## src/rtl/morse_pkg.sv

```systemverilog
// Shared types and constants for the Morse letter transmitter.
package morse_pkg;

  typedef enum logic [2:0] {
    StIdle,
    StArm,
    StMark,
    StGap,
    StLgap
  } state_e;

  localparam int unsigned LETTER_MAX = 25;
  localparam int unsigned DOT_UNITS  = 1;
  localparam int unsigned DASH_UNITS = 3;
  localparam int unsigned LGAP_UNITS = 3;

  // pat bit i is element i, LSB first; 1 = dash, 0 = dot.
  typedef struct packed {
    logic       valid;
    logic [2:0] len;
    logic [3:0] pat;
  } code_t;

endpackage

```

## src/rtl/morse_lut.sv

```systemverilog
// Letter index (0 = A .. 25 = Z) to Morse element count and dot/dash pattern.
module morse_lut
  import morse_pkg::*;
(
  input  logic [4:0] letter,
  output code_t      code
);

  logic [6:0] len_pat;

  always_comb begin
    len_pat = 7'd0;
    case (letter)
      5'd0:  len_pat = {3'd2, 4'b0010}; // A .-
      5'd1:  len_pat = {3'd4, 4'b0001}; // B -...
      5'd2:  len_pat = {3'd4, 4'b0101}; // C -.-.
      5'd3:  len_pat = {3'd3, 4'b0001}; // D -..
      5'd4:  len_pat = {3'd1, 4'b0000}; // E .
      5'd5:  len_pat = {3'd4, 4'b0100}; // F ..-.
      5'd6:  len_pat = {3'd3, 4'b0011}; // G --.
      5'd7:  len_pat = {3'd4, 4'b0000}; // H ....
      5'd8:  len_pat = {3'd2, 4'b0000}; // I ..
      5'd9:  len_pat = {3'd4, 4'b1110}; // J .---
      5'd10: len_pat = {3'd3, 4'b0101}; // K -.-
      5'd11: len_pat = {3'd4, 4'b0010}; // L .-..
      5'd12: len_pat = {3'd2, 4'b0011}; // M --
      5'd13: len_pat = {3'd2, 4'b0001}; // N -.
      5'd14: len_pat = {3'd3, 4'b0111}; // O ---
      5'd15: len_pat = {3'd4, 4'b0110}; // P .--.
      5'd16: len_pat = {3'd4, 4'b1011}; // Q --.-
      5'd17: len_pat = {3'd3, 4'b0010}; // R .-.
      5'd18: len_pat = {3'd3, 4'b0000}; // S ...
      5'd19: len_pat = {3'd1, 4'b0001}; // T -
      5'd20: len_pat = {3'd3, 4'b0100}; // U ..-
      5'd21: len_pat = {3'd4, 4'b1000}; // V ...-
      5'd22: len_pat = {3'd3, 4'b0110}; // W .--
      5'd23: len_pat = {3'd4, 4'b1001}; // X -..-
      5'd24: len_pat = {3'd4, 4'b1101}; // Y -.--
      5'd25: len_pat = {3'd4, 4'b0011}; // Z --..
      default: len_pat = 7'd0;
    endcase
  end

  assign code.valid = (letter <= 5'(LETTER_MAX));
  assign code.len   = len_pat[6:4];
  assign code.pat   = len_pat[3:0];

endmodule

```

## src/rtl/morse_transmitter.sv

```systemverilog
// Sends one latched letter as Morse marks timed by the unit tick, then a 3-unit letter gap.
module morse_transmitter
  import morse_pkg::*;
(
  input  logic       clock_in,
  input  logic       reset,
  input  logic       tick,
  input  logic [4:0] letter,
  input  logic       start,
  output logic       signal_out,
  output logic       busy,
  output logic       done
);

  state_e     state_q, state_d;
  logic [2:0] len_q, len_d;
  logic [3:0] pat_q, pat_d;
  logic [1:0] idx_q, idx_d;
  logic [1:0] cnt_q, cnt_d;
  logic       done_d;
  code_t      code;
  logic [1:0] mark_last;
  logic       last_el;

  morse_lut u_lut (
    .letter (letter),
    .code   (code)
  );

  assign mark_last = pat_q[idx_q] ? 2'(DASH_UNITS - 1) : 2'(DOT_UNITS - 1);
  assign last_el   = ({1'b0, idx_q} == (len_q - 3'd1));

  always_comb begin
    state_d = state_q;
    len_d   = len_q;
    pat_d   = pat_q;
    idx_d   = idx_q;
    cnt_d   = cnt_q;
    done_d  = 1'b0;
    case (state_q)
      StIdle: begin
        // Ticks are ignored here, so a tick coincident with acceptance never counts.
        if (start && code.valid) begin
          len_d   = code.len;
          pat_d   = code.pat;
          idx_d   = 2'd0;
          cnt_d   = 2'd0;
          state_d = StArm;
        end
      end
      StArm: begin
        if (tick) begin
          cnt_d   = 2'd0;
          state_d = StMark;
        end
      end
      StMark: begin
        if (tick) begin
          if (cnt_q == mark_last) begin
            cnt_d   = 2'd0;
            state_d = last_el ? StLgap : StGap;
          end else begin
            cnt_d = cnt_q + 2'd1;
          end
        end
      end
      StGap: begin
        if (tick) begin
          idx_d   = idx_q + 2'd1;
          state_d = StMark;
        end
      end
      StLgap: begin
        if (tick) begin
          if (cnt_q == 2'(LGAP_UNITS - 1)) begin
            cnt_d   = 2'd0;
            done_d  = 1'b1;
            state_d = StIdle;
          end else begin
            cnt_d = cnt_q + 2'd1;
          end
        end
      end
      default: state_d = StIdle;
    endcase
  end

  // Outputs are registered from the next state so they line up with the state register.
  always_ff @(posedge clock_in or posedge reset) begin
    if (reset) begin
      state_q    <= StIdle;
      len_q      <= 3'd0;
      pat_q      <= 4'd0;
      idx_q      <= 2'd0;
      cnt_q      <= 2'd0;
      signal_out <= 1'b0;
      busy       <= 1'b0;
      done       <= 1'b0;
    end else begin
      state_q    <= state_d;
      len_q      <= len_d;
      pat_q      <= pat_d;
      idx_q      <= idx_d;
      cnt_q      <= cnt_d;
      signal_out <= (state_d == StMark);
      busy       <= (state_d != StIdle);
      done       <= done_d;
    end
  end

endmodule
```

## config.mk

```make
export PLATFORM = sky130hd
export DESIGN_NAME = morse_transmitter
export DESIGN_NICKNAME = d
export VERILOG_FILES = /design/src/rtl/morse_pkg.sv /design/src/rtl/morse_lut.sv /design/src/rtl/morse_transmitter.sv
export SDC_FILE = /design/constraint.sdc
export NUM_CORES = 1
export LEC_CHECK = 0
export BUFFER_PORTS_ARGS = -buffer_cell sky130_fd_sc_hd__buf_2
export CORE_ASPECT_RATIO = 0.75
export CORE_MARGIN = 2
export CORE_UTILIZATION = 55
export CTS_BUF_LIST = sky130_fd_sc_hd__clkbuf_8
export DETAILED_ROUTE_END_ITERATION = 16
export GPL_TIMING_DRIVEN = 0
export HOLD_SLACK_MARGIN = 0.06
export PLACE_DENSITY_LB_ADDON = 0.25
export SLEW_MARGIN = 10
export SYNTH_ARGS = -nofsm -noshare
export SYNTH_HDL_FRONTEND = slang
export SYNTH_HIERARCHICAL = 1
export SYNTH_SLANG_ARGS = --single-unit
```

## constraint.sdc

```tcl
create_clock -name clock_in -period 2.15 [get_ports clock_in]
set_clock_uncertainty 0.15 [all_clocks]
set_input_delay 0.215 -clock clock_in [delete_from_list [all_inputs] [get_ports clock_in]]
set_output_delay 0.215 -clock clock_in [all_outputs]
set_load 0.05 [all_outputs]
```

==> results.cfg, run 1 <==
[logic_synthesis]
synth_warnings = 6
synthTopCellsByCount = 17 x dfrtp_1, 11 x ha_1, 11 x inv_1, 11 x nand2_1, 11 x o21ai_0
yosysTopAreaCell = dfrtp_1
yosysMostFrequentCell = dfrtp_1
synth_flop_cell = dfrtp_1
seq_area_frac_synth = 0.303
yosys.cell_types.count = 45
synthCells = 147
syn-num-nets = 167
synth-seq-cells = 17
synthTopCellsByArea = dfrtp_1 30%, ha_1 9.8%, mux2_2 6.4%, mux4_2 6.4%, o21ai_0 3.9%
synth_edf_count = 0
avgSynthCellArea_um2 = 9.55
synth-async-reset-ratio = 1.00
synth_area_um2 = 1400
synth_top_area_frac = 0.303

[drt]
drt_iter0_drc = 45
ant_nets = 0
via_per_inst = 5.94
routed_wl_um = 2880
route.detailed.drc = 0
first_pass_iters = 4
drt-wirelength-per-cell_um = 14.8
vias = 1159

[global_route]
antenna_found_initial = 0
grt_usage = 0.213
grt_pass1_wl_um = 4750
grt_overflow = 0
grt_start_max_net_pins = 18
first_global_vias = 1023

[final_layout]
final_layout_size_suffix_gt1_frac = 0.242
nFillCells = 193
nNetsFinal = 182
num_antenna_cells = 0
instances_no_fill = 195
syn_to_final_growth_pct = 10.3

[clock_tree]
clk_latency_ps = 250
clk_path_buf_depth = 2
cts_tree = done
cts_made_buffers = 3
post_cts_buffers = 0
h-tree-depth = 1
cts_root_buf = clkbuf_8
clk_pin_slew_ps = 70
cts.sinks = 17

[placed_design]
port_buffers = 10
dp_hpwl_um = 2240
placedCellCount = 191
gp_congestion = 0.932

[sta]
slew_headroom = 0.568
fmax_ghz = 0.497
drv_slew = 0
grt_setup_unrepaired = no
final-setup-viol-count = 0
hold-worst-slack_ps = 135
hold_viol_final = 0
fin_setup_tns_ps = 0
finalWorstPathRequiredPeriod_ps = 2010
worstMarginPinSlew_ps = 647
period_share = 0.936

[power_and_ir_drop]
p_per_area_nw_per_um2 = 1030
ir_worst_vdd_mv = 0.591
power_leakage_nw = 0.699

[setup_path]
cp.arrival_ps = 2000
cp.required_ps = 2140
reg2reg_from = idx_q[0]
path_max_fanout = 9
critPathKind = in -> reg
cp-startpoint = letter[1]
startpoint_type = primary input
endpoint_kind = register

[floorplanning]
dieWidth_um = 62.3
rows = 15
core_area_um2 = 2360
die_y_um = 47.8
dieArea_um2 = 2980
io_pins = 12
start_util = 0.594

[worst_hold_path]
min-delay-start = tick
hp-class = in -> reg

[run]
drv_cap = 0

[outcome]
status = finished, final reports clean
## repair_timing
| action | CTS | global route |
|---|---|---|
| resized for setup | 0 | 0 |
| hold buffers | 1 | 0 |
| endpoints found under the hold margin | 17 | 0 |
| endpoints found under the setup margin | 0 | 7 |
## critical path, stage by stage
cell      delay (ps)
buf_2            160
inv_1            170
ha_1             220
a21oi_1           60
o211ai_1         220
nand3b_1         130
or3_1            490
mux2_2           340
## flip-flops by register name (all words and copies together) (netlist names)
register / cells
pat_q: 4
len_q: 3
state_q: 3
cnt_q: 2
idx_q: 2
busy: 1
done: 1
signal_out: 1
## per-layer routing
layer | vias to the layer above | part of all wire | global-route usage
met3 | 6 | 0.051 | 0.0424
met5 | - | 0 | 0
met2 | 42 | 0.45 | 0.357
met1 | 553 | 0.49 | 0.289
met4 | 0 | 0.011 | 0.0756
li1 | 558 | - | -
## report_power, final
group	internal (mW)	switching, mW
sequential	0.446	0.105
clock	0.129	0.114
combinational	0.385	0.419
total	0.960	0.638
## metrics by stage
stage               power, mW   util  area, um^2  setup WS, ps
finish                   1.60  0.655        1550           138
global route             1.72  0.655        1550          30.4
CTS                      1.60  0.657        1550           107
detailed placement       1.35  0.633        1500          -160
global placement         1.30  0.633        1500          -138
floorplan                1.18      -        1400           257
## path summary, 6_finish.rpt
check	to	slack, ps	cells past startpoint
min	done	130	2
max in group asynchronous	done	1000	3
min in group asynchronous	busy	440	3
min reg2reg	pat_q[2]	360	1
max reg2reg	busy	190	4
max	pat_q[3]	140	8
## placed cells by master (no fill, tap or decap), types with 2 or more instances in the layout
cell / count
nor2b_1: 4
o211ai_1: 2
nor2_1: 9
mux2_2: 8
nand3b_1: 4
xnor2_1: 2
and2b_2: 2
a31oi_1: 2
mux4_2: 4
buf_2: 13
clkbuf_8: 3
nor3b_1: 2
a21oi_1: 5
nand2_1: 11
o21ai_0: 11
a22oi_1: 3
buf_4: 2
nand3_1: 4
a32oi_1: 3
xor2_1: 3
ha_1: 11
dfrtp_1: 17
inv_1: 11
## final cells by class
| type | instances | area [um^2] | share of cell area |
|---|---|---|---|
| plain buffers | 7 | 45.0 | 0.0291 |
| clock buffers | 3 | 41.3 | 0.0267 |
| clock inverters | 1 | 5.00 | 0.00323 |
| multi-input cells | 111 | 888 | 0.574 |
| flip-flops and latches | 17 | 425 | 0.275 |
| inverters | 11 | 41.3 | 0.0267 |
| repair buffers | 11 | 60.1 | 0.0388 |
| well taps | 34 | 42.5 | 0.0275 |
## kinds of logic (layout without fill, tap and decap cells)
kind of cell               count (synthesis)  in the layout  synth area share
AOI/OAI and AO/OA                         34             34             0.166
DFF                                       17             17             0.303
adders and majority gates                 11             11            0.0980
and+or+nand+nor                           46             46             0.180
muxes                                     14             14             0.146
buffers and inverters                     19             33            0.0642
xor gates and xnor gates                   6              6            0.0428
Power figures use the tool's default switching activity.
==> inputs of run 2 (changes only) <==
--- a/config.mk
+++ b/config.mk
@@ -14,6 +14,8 @@
 export GPL_TIMING_DRIVEN = 0
 export HOLD_SLACK_MARGIN = 0.06
 export PLACE_DENSITY_LB_ADDON = 0.25
+export SETUP_SLACK_MARGIN = 0.3
+export SKIP_LAST_GASP = 1
 export SLEW_MARGIN = 10
 export SYNTH_ARGS = -nofsm -noshare
 export SYNTH_HDL_FRONTEND = slang
==> run 2 against run 1 <==
Net effect: maximum frequency up 8.5%; register-to-register slack improved by 120 ps; count of clock-buffer cells in the layout stayed put; via count up 3.8%; cell count is 5.1% higher; sequential share of layout area is 3.3 points lower; cell area grew 14%; global-route usage fell by 0.21 points; routed wire length rose by 8.9%; non-clock buffer count grew 10.
==> results.cfg, run 2 (synthesis gave the netlist of run 1 again) <==
[outcome]
status = finished, final reports clean

[setup_path]
endpoint_kind = register
cp.required_ps = 2130
startpoint_type = primary input
reg2reg_from = idx_q[0]
cp.arrival_ps = 1840
r2r-end = signal_out
r2r_slack_ps = 310
worstRegToRegCells = 4
critPathKind = in -> reg
cp-startpoint = letter[1]
path_max_fanout = 5

[clock_tree]
clk_latency_ps = 250
cts.sinks = 17
clk_pin_slew_ps = 60
cts_made_buffers = 3
h-tree-depth = 1
cts_root_buf = clkbuf_8
clk_path_buf_depth = 2
cts_tree = done

[placed_design]
dp_hpwl_um = 2170
port_buffers = 10
gp_congestion = 0.926
placedCellCount = 191
place_area_um2 = 1520
pre_cts_ws_ps = -42.2

[drt]
vias = 1203
ant_nets = 0
drt_iter0_drc = 70
route.detailed.drc = 0
drt-wirelength-per-cell_um = 15.3
via_per_inst = 5.87
routed_wl_um = 3140
first_pass_iters = 4

[worst_hold_path]
min-delay-start = tick
hold_path_end = done
hp-class = in -> reg
hold_depth = 2

[final_layout]
largest_register = pat_q
largest_reg_flops = 4
utilization = 0.746
syn_to_final_growth_pct = 25.6
most-common-layout-cells = 16 x dfrtp_1, 11 x nand2_1, 11 x o21ai_0, 11 x buf_4, 10 x buf_2
instances_no_fill = 205
final_layout_size_suffix_gt1_frac = 0.351
nNetsFinal = 192
num_antenna_cells = 0
top_regs = pat_q (4), len_q (3), state_q (3)
design_area_um2 = 1760
layout_commonest_cell = dfrtp_1

[global_route]
grt_start_max_net_pins = 18
first_global_vias = 999
antenna_found_initial = 0
grt_pass1_wl_um = 4730
grt_overflow = 0
grt_usage = 0.211

[power_and_ir_drop]
fin_total_pwr_mw = 1.75
p_per_area_nw_per_um2 = 990
power_leakage_nw = 0.770
ir_worst_vdd_mv = 0.712

[floorplanning]
start_util = 0.594
die_y_um = 47.8
dieArea_um2 = 2980
rows = 15
core_area_um2 = 2360
io_pins = 12
dieWidth_um = 62.3

[run]
drv_cap = 0

[sta]
fmax_ghz = 0.539
final-setup-viol-count = 0
grt_setup_unrepaired = yes
worstMarginPinSlew_ps = 630
drv_slew = 0
slew_headroom = 0.580
period_share = 0.862
hold_viol_final = 0
fin_ws_ps = 296
finalWorstPathRequiredPeriod_ps = 1850
## run 2: cell types whose count changed in the layout (fill, tap and decap cells not counted), moves of 2 or more
cell   previous run  this run
inv_1            11         9
ha_4              0         3
ha_1             11         7
buf_4             2        11
buf_2            13        10
## run 2: timing repair
item	4_1_cts	5_1_grt
pin swaps	2	5
endpoints found under the setup margin	13	15
hold endpoints to repair	17	0
gates resized for setup	8	16
cloned	0	1
setup buffers	3	5
hold buffers	1	0
## run 2: where the power goes
group	total, mW	internal [mW]	switching, mW	leakage [nW]
Sequential	0.546	0.448	0.0978	0.210
Combinational	0.966	0.479	0.486	0.534
Clock	0.235	0.128	0.106	0.0255
Total	1.75	1.06	0.691	0.770
## run 2: layout make-up
class                           count  area (um^2)
Multi-Input combinational cell    111          973
Tap cell                           34         42.5
Buffer                              8         68.8
Timing Repair Buffer               20          160
Clock inverter                      1         5.00
Fill cell                         171          602
Sequential cell                    17          427
Inverter                           11         45.0
Clock buffer                        3         41.3
## run 2: worst max path at each step
stage,endpoint,depth (start not counted)
2_1_floorplan,len_q[0],7
3_3_place_gp,pat_q[2],9
3_5_place_dp,pat_q[1],6
4_1_cts,busy,4
5_1_grt,signal_out,4
6_report,pat_q[0],9
## run 2: routing by layer
layer  GRT usage  vias to the layer above  share of wire
met5           0                        -              0
met4      0.0400                        0         0.0035
met3      0.0424                        2          0.063
met2       0.352                       46           0.46
met1       0.298                      575           0.47
li1            -                      580              -
## run 2: through the flow
stage	hold slack, ps	TNS [ps]
6_report	144	0
5_1_grt	142	0
4_1_cts	135	0
3_5_place_dp	185	-76.6
3_3_place_gp	168	-98.3
2_1_floorplan	-8.93	0
## run 2: worst max-delay path, stage by stage
cell and delay [ps]:
buf_12 110, clkinvlp_4 130, ha_4 160, a21oi_2 40
o211ai_1 190, nand3b_1 120, or3_4 430, buf_8 150
mux2_4 290
